--- src/rtl/reset_shutdown_sequencer.sv ---
// reset_shutdown_sequencer
//   Master-clock controller for the per-domain reset synchronizers. It
//   sequences software reset pulses and the shutdown flow: assert reset,
//   confirm every domain is in reset, then gate the non-master clocks.
//   Wakeup runs the reverse order: ungate, release reset, confirm that every
//   domain is out of reset.
//
//   Optional feature macro: RESET_SEQ_TIMEOUT_EN
//     When defined, the WAIT_ALL and RELEASE waits give up after
//     TIMEOUT_CYCLES cycles. They then set the sticky timeout_err flag and
//     continue as if the awaited condition had been met.
//     When undefined, both waits are unbounded and timeout_err is tied to 0.
//
// Ports
//   clk              master clock, always running
//   rst              synchronous active-high reset
//   req_reset        pulse: reset all domains, then return to RUN
//   req_shutdown     pulse: reset all domains, then gate their clocks
//   req_wakeup       pulse: leave OFF
//   all_reset_in     every domain reports that it is in reset
//   domains_resn_in  per-domain reset status, low = in reset
//   resn_req_out     active-low reset request to the synchronizers
//   clk_en_out       per-domain clock enable; bit 0 (master) is always 1
//   busy             high in every state except RUN and OFF
//   shut_down        high in OFF
//   done             one-cycle pulse in the first RUN cycle after a sequence
//   state_out        current state encoding, for debug
//   timeout_err      sticky timeout flag
module reset_shutdown_sequencer #(
    parameter int CLOCKS         = 2,
    parameter int HOLD_CYCLES    = 16,
    parameter int GATE_DELAY     = 4,
    parameter int TIMEOUT_CYCLES = 1024
) (
    input  logic              clk,
    input  logic              rst,
    input  logic              req_reset,
    input  logic              req_shutdown,
    input  logic              req_wakeup,
    input  logic              all_reset_in,
    input  logic [CLOCKS-1:0] domains_resn_in,
    output logic              resn_req_out,
    output logic [CLOCKS-1:0] clk_en_out,
    output logic              busy,
    output logic              shut_down,
    output logic              done,
    output logic [2:0]        state_out,
    output logic              timeout_err
);

    localparam int MAX_HG  = (HOLD_CYCLES > GATE_DELAY) ? HOLD_CYCLES : GATE_DELAY;
    localparam int MAX_CNT = (MAX_HG > TIMEOUT_CYCLES) ? MAX_HG : TIMEOUT_CYCLES;
    localparam int CW      = $clog2(MAX_CNT + 1);

    localparam logic [CW-1:0]     HOLD_LAST = CW'(HOLD_CYCLES - 1);
    localparam logic [CW-1:0]     GATE_LAST = CW'(GATE_DELAY - 1);
    localparam logic [CW-1:0]     CNT_SAT   = '1;
    localparam logic [CLOCKS-1:0] EN_MASTER = CLOCKS'(1);

    typedef enum logic [2:0] {
        ST_RUN     = 3'd0,
        ST_ASSERT  = 3'd1,
        ST_WAIT_ALL = 3'd2,
        ST_GATE    = 3'd3,
        ST_OFF     = 3'd4,
        ST_UNGATE  = 3'd5,
        ST_RELEASE = 3'd6
    } state_t;

    state_t        state;
    logic [CW-1:0] cnt;
    logic          shutdown_flag;
    logic          wait_expired;
    logic          all_out_of_reset;

    assign all_out_of_reset = &domains_resn_in;
    assign state_out        = state;

`ifdef RESET_SEQ_TIMEOUT_EN
    localparam logic [CW-1:0] TO_LAST = CW'(TIMEOUT_CYCLES - 1);
    assign wait_expired = (cnt == TO_LAST);
`else
    assign wait_expired = 1'b0;
    assign timeout_err  = 1'b0;
`endif

    // Outputs are assigned together with the transition into the state that
    // owns them, so every output is a flop that already reflects the current
    // state.
    always_ff @(posedge clk) begin
        if (rst) begin
            state         <= ST_RUN;
            cnt           <= '0;
            shutdown_flag <= 1'b0;
            resn_req_out  <= 1'b1;
            clk_en_out    <= '1;
            busy          <= 1'b0;
            shut_down     <= 1'b0;
            done          <= 1'b0;
`ifdef RESET_SEQ_TIMEOUT_EN
            timeout_err   <= 1'b0;
`endif
        end else begin
            done <= 1'b0;
            case (state)
                ST_RUN: begin
                    // Shutdown wins over a simultaneous reset request.
                    if (req_shutdown || req_reset) begin
                        shutdown_flag <= req_shutdown;
                        state         <= ST_ASSERT;
                        cnt           <= '0;
                        resn_req_out  <= 1'b0;
                        busy          <= 1'b1;
                    end
                end
                ST_ASSERT: begin
                    if (cnt == HOLD_LAST) begin
                        state <= ST_WAIT_ALL;
                        cnt   <= '0;
                    end else begin
                        cnt <= cnt + 1'b1;
                    end
                end
                ST_WAIT_ALL: begin
                    if (all_reset_in || wait_expired) begin
`ifdef RESET_SEQ_TIMEOUT_EN
                        if (!all_reset_in) timeout_err <= 1'b1;
`endif
                        cnt <= '0;
                        if (shutdown_flag) begin
                            state <= ST_GATE;
                        end else begin
                            state        <= ST_RELEASE;
                            resn_req_out <= 1'b1;
                        end
                    end else if (cnt != CNT_SAT) begin
                        cnt <= cnt + 1'b1;
                    end
                end
                ST_GATE: begin
                    if (cnt == GATE_LAST) begin
                        state      <= ST_OFF;
                        cnt        <= '0;
                        clk_en_out <= EN_MASTER;
                        busy       <= 1'b0;
                        shut_down  <= 1'b1;
                    end else begin
                        cnt <= cnt + 1'b1;
                    end
                end
                ST_OFF: begin
                    if (req_wakeup) begin
                        state      <= ST_UNGATE;
                        cnt        <= '0;
                        clk_en_out <= '1;
                        busy       <= 1'b1;
                        shut_down  <= 1'b0;
                    end
                end
                ST_UNGATE: begin
                    if (cnt == GATE_LAST) begin
                        state        <= ST_RELEASE;
                        cnt          <= '0;
                        resn_req_out <= 1'b1;
                    end else begin
                        cnt <= cnt + 1'b1;
                    end
                end
                ST_RELEASE: begin
                    if (all_out_of_reset || wait_expired) begin
`ifdef RESET_SEQ_TIMEOUT_EN
                        if (!all_out_of_reset) timeout_err <= 1'b1;
`endif
                        state <= ST_RUN;
                        cnt   <= '0;
                        busy  <= 1'b0;
                        done  <= 1'b1;
                    end else if (cnt != CNT_SAT) begin
                        cnt <= cnt + 1'b1;
                    end
                end
                default: begin
                    state        <= ST_RUN;
                    cnt          <= '0;
                    resn_req_out <= 1'b1;
                    clk_en_out   <= '1;
                    busy         <= 1'b0;
                    shut_down    <= 1'b0;
                end
            endcase
        end
    end

endmodule

--- config.mk ---
export PLATFORM = sky130hd
export DESIGN_NAME = reset_shutdown_sequencer
export DESIGN_NICKNAME = d
export VERILOG_FILES = /design/src/rtl/reset_shutdown_sequencer.sv
export SDC_FILE = /design/constraint.sdc
export NUM_CORES = 1
export LEC_CHECK = 0
export BUFFER_PORTS_ARGS = -buffer_cell sky130_fd_sc_hd__buf_4
export CAP_MARGIN = 40
export CORE_AREA = 2 2 58 60
export CTS_CLUSTER_DIAMETER = 80
export CTS_CLUSTER_SIZE = 24
export DETAILED_ROUTE_END_ITERATION = 10
export DIE_AREA = 0 0 60 62
export GPL_TIMING_DRIVEN = 0
export PLACE_DENSITY = 0.61
export SLEW_MARGIN = 20
export SYNTH_ARGS = -nofsm -noshare
export SYNTH_HDL_FRONTEND = slang
export SYNTH_SLANG_ARGS = --single-unit
export TNS_END_PERCENT = 10
--- constraint.sdc ---
create_clock -name clk -period 2.5 [get_ports clk]
set_input_delay 0.25 -clock clk [delete_from_list [all_inputs] [get_ports clk]]
set_output_delay 0.25 -clock clk [all_outputs]
set_load 0.1 [all_outputs]
==> results of run 1 <==
-- power groups by stage --
stage               logic (mW)  registers, mW  clock network [mW]
finish                   0.913          0.423               0.199
global route             0.979          0.435               0.214
CTS                      0.908          0.423               0.203
detailed placement       0.904          0.430                   0
global placement         0.889          0.425                   0
floorplan                0.452          0.691                   0
-- final timing paths --
| path | from | slack [ns] | to |
|---|---|---|---|
| hold / removal | domains_resn_in[1] | 0.17 | done$_SDFF_PP0_ |
| setup / recovery | cnt[0]$_SDFFE_PP0P_ | 0.29 | cnt[6]$_SDFFE_PP0P_ |
| setup reg to reg | cnt[0]$_SDFFE_PP0P_ | 0.29 | cnt[6]$_SDFFE_PP0P_ |
| hold reg to reg | shut_down$_SDFFE_PP0P_ | 0.48 | shut_down$_SDFFE_PP0P_ |
-- registers in the layout, summed over array words and instances, names as in the netlist --
| signal | cells |
|---|---|
| resn_req_out | 1 |
| cnt | 11 |
| clk_en_out | 1 |
| shut_down | 1 |
| busy | 1 |
| shutdown_flag | 1 |
| done | 1 |
| state_out | 3 |
-- final cells by class --
type	instances	area (sq um)	area share
sequential	20	400.4	0.2862
inverter	11	41.29	0.02952
timing repair buffer	14	105.1	0.07513
buffer	7	35.03	0.02504
clock buffer	4	36.28	0.02594
multi-input combinational	112	723.2	0.5170
tap	46	57.56	0.04114
-- kinds of logic after synthesis --
kind of cell | after synthesis
AOI/OAI and AO/OA | 47
adders and majority gates | 1
muxes | 1
buffers and inverters | 18
other | 2
and+or+nand+nor | 61
DFF | 20
-- cell usage in the layout, fill, tap and decap left out, drive strengths merged, types with 2 or more instances in the layout --
cell type / Yosys / final
dfxtp: 20 / 20
o221ai: 3 / 3
nor2: 9 / 9
nand2b: 2 / 2
nor3: 7 / 7
a211oi: 3 / 3
a21boi: 2 / 2
a21oi: 14 / 14
inv: 11 / 11
buf: 4 / 18
nand3: 9 / 9
nand4: 2 / 2
nand4b: 2 / 2
a21o: 2 / 2
nor2b: 2 / 2
o22ai: 2 / 2
or3: 4 / 4
and3: 6 / 6
clkbuf: 3 / 7
conb: 2 / 2
nand2: 10 / 10
o21a: 3 / 3
o21ai: 4 / 4
-- worst max-delay path, delay by kind of cell (launching register included) --
kind / cells / cell delay, ns
AO/OA/AOI/OAI: 3 / 0.76
AND/OR/NAND/NOR: 2 / 0.67
flip-flops: 1 / 0.40
adder cells (fa/ha/maj): 1 / 0.28
-- stage by stage --
step           total power, mW  utilization
6_report                 1.534       0.4400
5_1_grt                  1.628       0.4400
4_1_cts                  1.535       0.4400
3_5_place_dp             1.335       0.4286
3_3_place_gp             1.314       0.4286
2_1_floorplan            1.143            -
-- layer usage --
| metal | vias up | wire (um) |
|---|---|---|
| li1 | 592 | - |
| met1 | 555 | 1413 |
| met2 | 28 | 1370 |
| met3 | 2 | 113 |
| met4 | 0 | 19 |
| met5 | - | 0 |
-- what timing repair did --
item                                    4_1_cts  5_1_grt
hold buffers                                  0        0
endpoints found under the setup margin        0        1
resized for setup                             0        1
==> impl_metrics.json, run 1 <==
{
  "run_status": "finished clean",
  "hp_class": "input pin to flop",
  "tightestPinTransition_ns": 0.5642,
  "ys.warnings.count": 0,
  "max_clock_freq_mhz": 453.4,
  "synth_xor_xnor_area_share": 0,
  "post_synth_simple_gate_area": 0.2920,
  "antenna_found_initial": 0,
  "htreeDepth": 1,
  "tns_ns": 0,
  "maxSlewViolCount": 0,
  "timing.final.hold_violations": 0,
  "initialDrtViolationCount": 36,
  "synth_enable_flop_cells": 0,
  "fin_ws_ns": 0.2943,
  "initial_core_util": 0.3774,
  "synth_top_area_cell": "dfxtp_1",
  "yosys-mux-area-fraction": 0.008342,
  "crit_fanout": 7,
  "drive_above_1_share": 0.1726,
  "slew_headroom": 0.6189,
  "wl_per_cell_um": 13.63,
  "synthDominantCellAreaShare": 0.3337,
  "dpl_wire_length_um": 2218,
  "ys_types": 54,
  "grt_max_degree": 12,
  "synthMostInstantiatedCell": "dfxtp_1",
  "ir_drop_v": 0.0005935,
  "p_leak_nw": 0.5370,
  "first_global_vias": 1050,
  "detailed_place.area_sq_um": 1363,
  "part_of_the_power_in_combinational_logic": 0.595,
  "wl_um": 2917,
  "dp_slack_ns": 0.2453,
  "dp.cells": 210,
  "post_layout_nonfiller_instances": 214,
  "pwr-share-seq": 0.276,
  "ys_seq_area_frac": 0.3337,
  "power_frac_clock": 0.130,
  "worst_setup_path_end_kind": "flop",
  "synthFlopType": "dfxtp_1",
  "filler_cell_count": 338,
  "fp.dieArea_sq_um": 3720,
  "fraction_of_the_mapped_netlist_area_in_compound_gates": 0.2857,
  "combinational_family_with_the_most_area_after_synthesis": "simple AND/OR/NAND/NOR gates",
  "clkSinkCount": 20,
  "floorplan.die.width_um": 60,
  "critical-path-max-stage-delay_ns": 0.49,
  "num-nets-final": 178,
  "grt_setup_unrepaired": "no",
  "timing.clock.skew_ns": 0.003926,
  "synth-async-reset-ratio": 0,
  "crit_required_ns": 2.72,
  "drt_pass1_iterations": 4,
  "via_count_of_the_routed_design": 1177,
  "clk_transition_reported_paths_ns": 0.12,
  "synthesis.instances": 150,
  "cellInternalPower_mw": 0.7127,
  "worst-endpoint-arrival_ns": 2.43,
  "max_cap_violations": 0,
  "timing.critical_path.cells": "ha_1 -> or4bb_1 -> nand4_1 -> a41oi_1 -> a21o_1 -> a22o_1",
  "fin_worst_hold_slack_ns": 0.1734,
  "avgViaCountPerCell": 5.500,
  "drc": 0,
  "grt_util_met1": 0.2208,
  "worst-r2r-cell-count": 6,
  "ios": 18,
  "synth.cell_area_sq_um": 1200,
  "globalplace.congestion": 0.8593,
  "grt_total_ovfl": 0,
  "period_share": 0.8823,
  "placement_rows": 21,
  "n_antenna_cell": 0,
  "cts_tree": "done",
  "hold_path_depth": 3,
  "die-height_um": 62,
  "post-route-min-period_ns": 2.206,
  "post-cts-setup-buffer-count": 0,
  "area_growth_syn_to_layout_pct": 16.58,
  "grtUsageMet2": 0.2748,
  "postSynthRegisterBits": 20,
  "post_synth.cell_area_avg_sq_um": 7.999,
  "final-setup-viol-count": 0,
  "swShare": 0.5355,
  "yosys-top-cells-count": "dfxtp_1 (20), a21oi_1 (14), inv_1 (11), nand2_1 (10)",
  "synth.net_count": 159,
  "synth_fa_ha_area_frac": 0.01043,
  "clockBufferDepth": 2,
  "cts_root_buf": "clkbuf_4",
  "floorplan.core_area_sq_um": 3179,
  "met3_usage": 0.02484,
  "finish.instance_area_sq_um": 1399,
  "grt_pass1_wl_um": 4698,
  "gr-max-usage-layer": "met2",
  "gr-usage-all-layers": 0.1659,
  "netSwitchingPower_mw": 0.8218,
  "critPathKind": "flop to flop",
  "route.antenna.remaining_nets": 0,
  "top_cells_by_area_synth": "dfxtp_1 (33%), a21oi_1 (5.8%), nand3_1 (3.8%)",
  "worst_setup_path_start_kind": "flop",
  "clock_latency_ns": 0.31,
  "portBuffers": 14,
  "crit_path_top_delay_cell": "or4bb_1",
  "cts_inserted_buffers": 3,
  "power_per_cell_area_nw_per_um2": 1097
}
No activity file was read; power rests on OpenSTA's default activity.
==> inputs of run 2 (changes only) <==
Settings changed: CORE_AREA 2 2 58 60 to 2 2 73 75, DIE_AREA 0 0 60 62 to 0 0 75 77, PLACE_DENSITY 0.61 to 0.43.
==> impl_metrics.json, run 2 (synthesized netlist as in run 1, its figures left out) <==
{
  "via_count_of_the_routed_design": 1179,
  "hold_path_depth": 3,
  "critPathBufInv": 0,
  "dpl_wire_length_um": 2444,
  "crit_path_top_delay_cell": "or3b_2",
  "floorplan.die.width_um": 75,
  "clock_latency_ns": 0.27,
  "timing.critical_path.cells": "ha_1 -> or3b_2 -> nand3_1 -> a41oi_1 -> a21o_1 -> a22o_1",
  "htreeDepth": 1,
  "cts_root_buf": "clkbuf_8",
  "placement_rows": 26,
  "clkSinkCount": 20,
  "num-nets-final": 178,
  "detailed_place.area_sq_um": 1393,
  "worst_setup_path_end_kind": "flop",
  "worstHoldEndpoint": "done$_SDFF_PP0_",
  "grt_pass1_wl_um": 5168,
  "critPathKind": "flop to flop",
  "critical_path.reg2reg.endpoint": "cnt[6]$_SDFFE_PP0P_",
  "final_cell_mix": "dfxtp_1 (20), buf_4 (16), a21oi_1 (14)",
  "largest_register_ffs": 11,
  "floorplan.core_area_sq_um": 4977,
  "gr-usage-all-layers": 0.1136,
  "run_status": "finished clean",
  "die-height_um": 77,
  "timing.clock.skew_ns": 0.003133,
  "crit_fanout": 7,
  "drt_pass1_iterations": 4,
  "crit_required_ns": 2.67,
  "worst-r2r-cell-count": 6,
  "finish.utilization": 0.2941,
  "hp_class": "input pin to flop",
  "wl_um": 3234,
  "grt_setup_unrepaired": "no",
  "post_layout_nonfiller_instances": 238,
  "dp_slack_ns": 0.1666,
  "n_antenna_cell": 0,
  "route.antenna.remaining_nets": 0,
  "dp.cells": 234,
  "period_share": 0.8902,
  "drc": 0,
  "antenna_found_initial": 0,
  "finish.instance_area_sq_um": 1464,
  "tns_ns": 0,
  "cts_inserted_buffers": 3,
  "final-setup-viol-count": 0,
  "initial_core_util": 0.2411,
  "ir_drop_v": 0.0004040,
  "r2r-start": "cnt[0]$_SDFFE_PP0P_",
  "post_cts_hold_buffer_count": 0,
  "fin_ws_ns": 0.2744,
  "avgViaCountPerCell": 4.954,
  "cts_tree": "done",
  "clk_transition_reported_paths_ns": 0.08,
  "portBuffers": 14,
  "slew_headroom": 0.5917,
  "ios": 18,
  "hp-start": "domains_resn_in[1]",
  "post-cts-setup-buffer-count": 0,
  "grt_total_ovfl": 0,
  "max_clock_freq_mhz": 449.3,
  "post-route-min-period_ns": 2.226,
  "worst-endpoint-arrival_ns": 2.39,
  "tightestPinTransition_ns": 0.6044,
  "timing.final.hold_violations": 0,
  "clockBufferDepth": 2,
  "post_cts_resized": 0,
  "power_after_layout_mw": 1.678,
  "commonest_non_fill_non_tap_cell_in_the_layout": "dfxtp_1",
  "initialDrtViolationCount": 57,
  "fp.dieArea_sq_um": 5775,
  "critical-path-max-stage-delay_ns": 0.48,
  "wl_per_cell_um": 13.59,
  "drive_above_1_share": 0.1726,
  "maxSlewViolCount": 0,
  "timing.critical_path.max_delay_family": "compound AO/OA/AOI/OAI gates",
  "p_leak_nw": 0.5518,
  "grt_max_degree": 13,
  "reg2reg_slack_ns": 0.27,
  "registers.top_by_ff_count": "cnt",
  "worst_setup_path_start_kind": "flop",
  "fin_worst_hold_slack_ns": 0.2376,
  "globalplace.congestion": 0.7082,
  "area_growth_syn_to_layout_pct": 22.00,
  "power_per_cell_area_nw_per_um2": 1146,
  "max_cap_violations": 0,
  "first_global_vias": 1098
}
[run 2: layout make-up]
| type | count | area [sq um] |
|---|---|---|
| multi-input combinational | 112 | 723.2 |
| timing repair buffer | 14 | 105.1 |
| buffer | 7 | 35.03 |
| inverter | 11 | 41.29 |
| clock inverter | 1 | 30.03 |
| sequential | 20 | 400.4 |
| clock buffer | 3 | 41.29 |
| tap | 70 | 87.58 |
| fill | 544 | 3513 |
[run 2: tightest hold or removal path: cells and delay by family]
family        cells  cell delay, ns
buf+inv           1            0.12
simple gates      2            0.09
[run 2: worst max path at each step]
stage	startpoint	end	slack, ns	depth (start not counted)
global placement	state_out[2]$_SDFFE_PP0P_	cnt[5]$_SDFFE_PP0P_	0.19	6
floorplan	state_out[0]$_SDFFE_PP0P_	cnt[9]$_SDFFE_PP0P_	0.09	6
CTS	state_out[2]$_SDFFE_PP0P_	cnt[5]$_SDFFE_PP0P_	0.11	6
finish	cnt[0]$_SDFFE_PP0P_	cnt[6]$_SDFFE_PP0P_	0.27	6
detailed placement	state_out[2]$_SDFFE_PP0P_	cnt[5]$_SDFFE_PP0P_	0.17	6
global route	cnt[0]$_SDFFE_PP0P_	cnt[6]$_SDFFE_PP0P_	0.11	6
[run 2: power breakdown]
| part | switching [mW] | internal (mW) |
|---|---|---|
| sequential | 0.0449 | 0.376 |
| clock | 0.120 | 0.214 |
| combinational | 0.675 | 0.248 |
[run 2: metal layers]
| layer | part of all wire | wire [um] | vias up | GRT usage |
|---|---|---|---|---|
| met1 | 0.50 | 1605 | 555 | 0.1558 |
| met5 | 0 | 0 | - | 0 |
| met2 | 0.45 | 1454 | 26 | 0.1719 |
| li1 | - | - | 594 | - |
| met3 | 0.044 | 142 | 4 | 0.03285 |
| met4 | 0.0096 | 31 | 0 | 0.03036 |
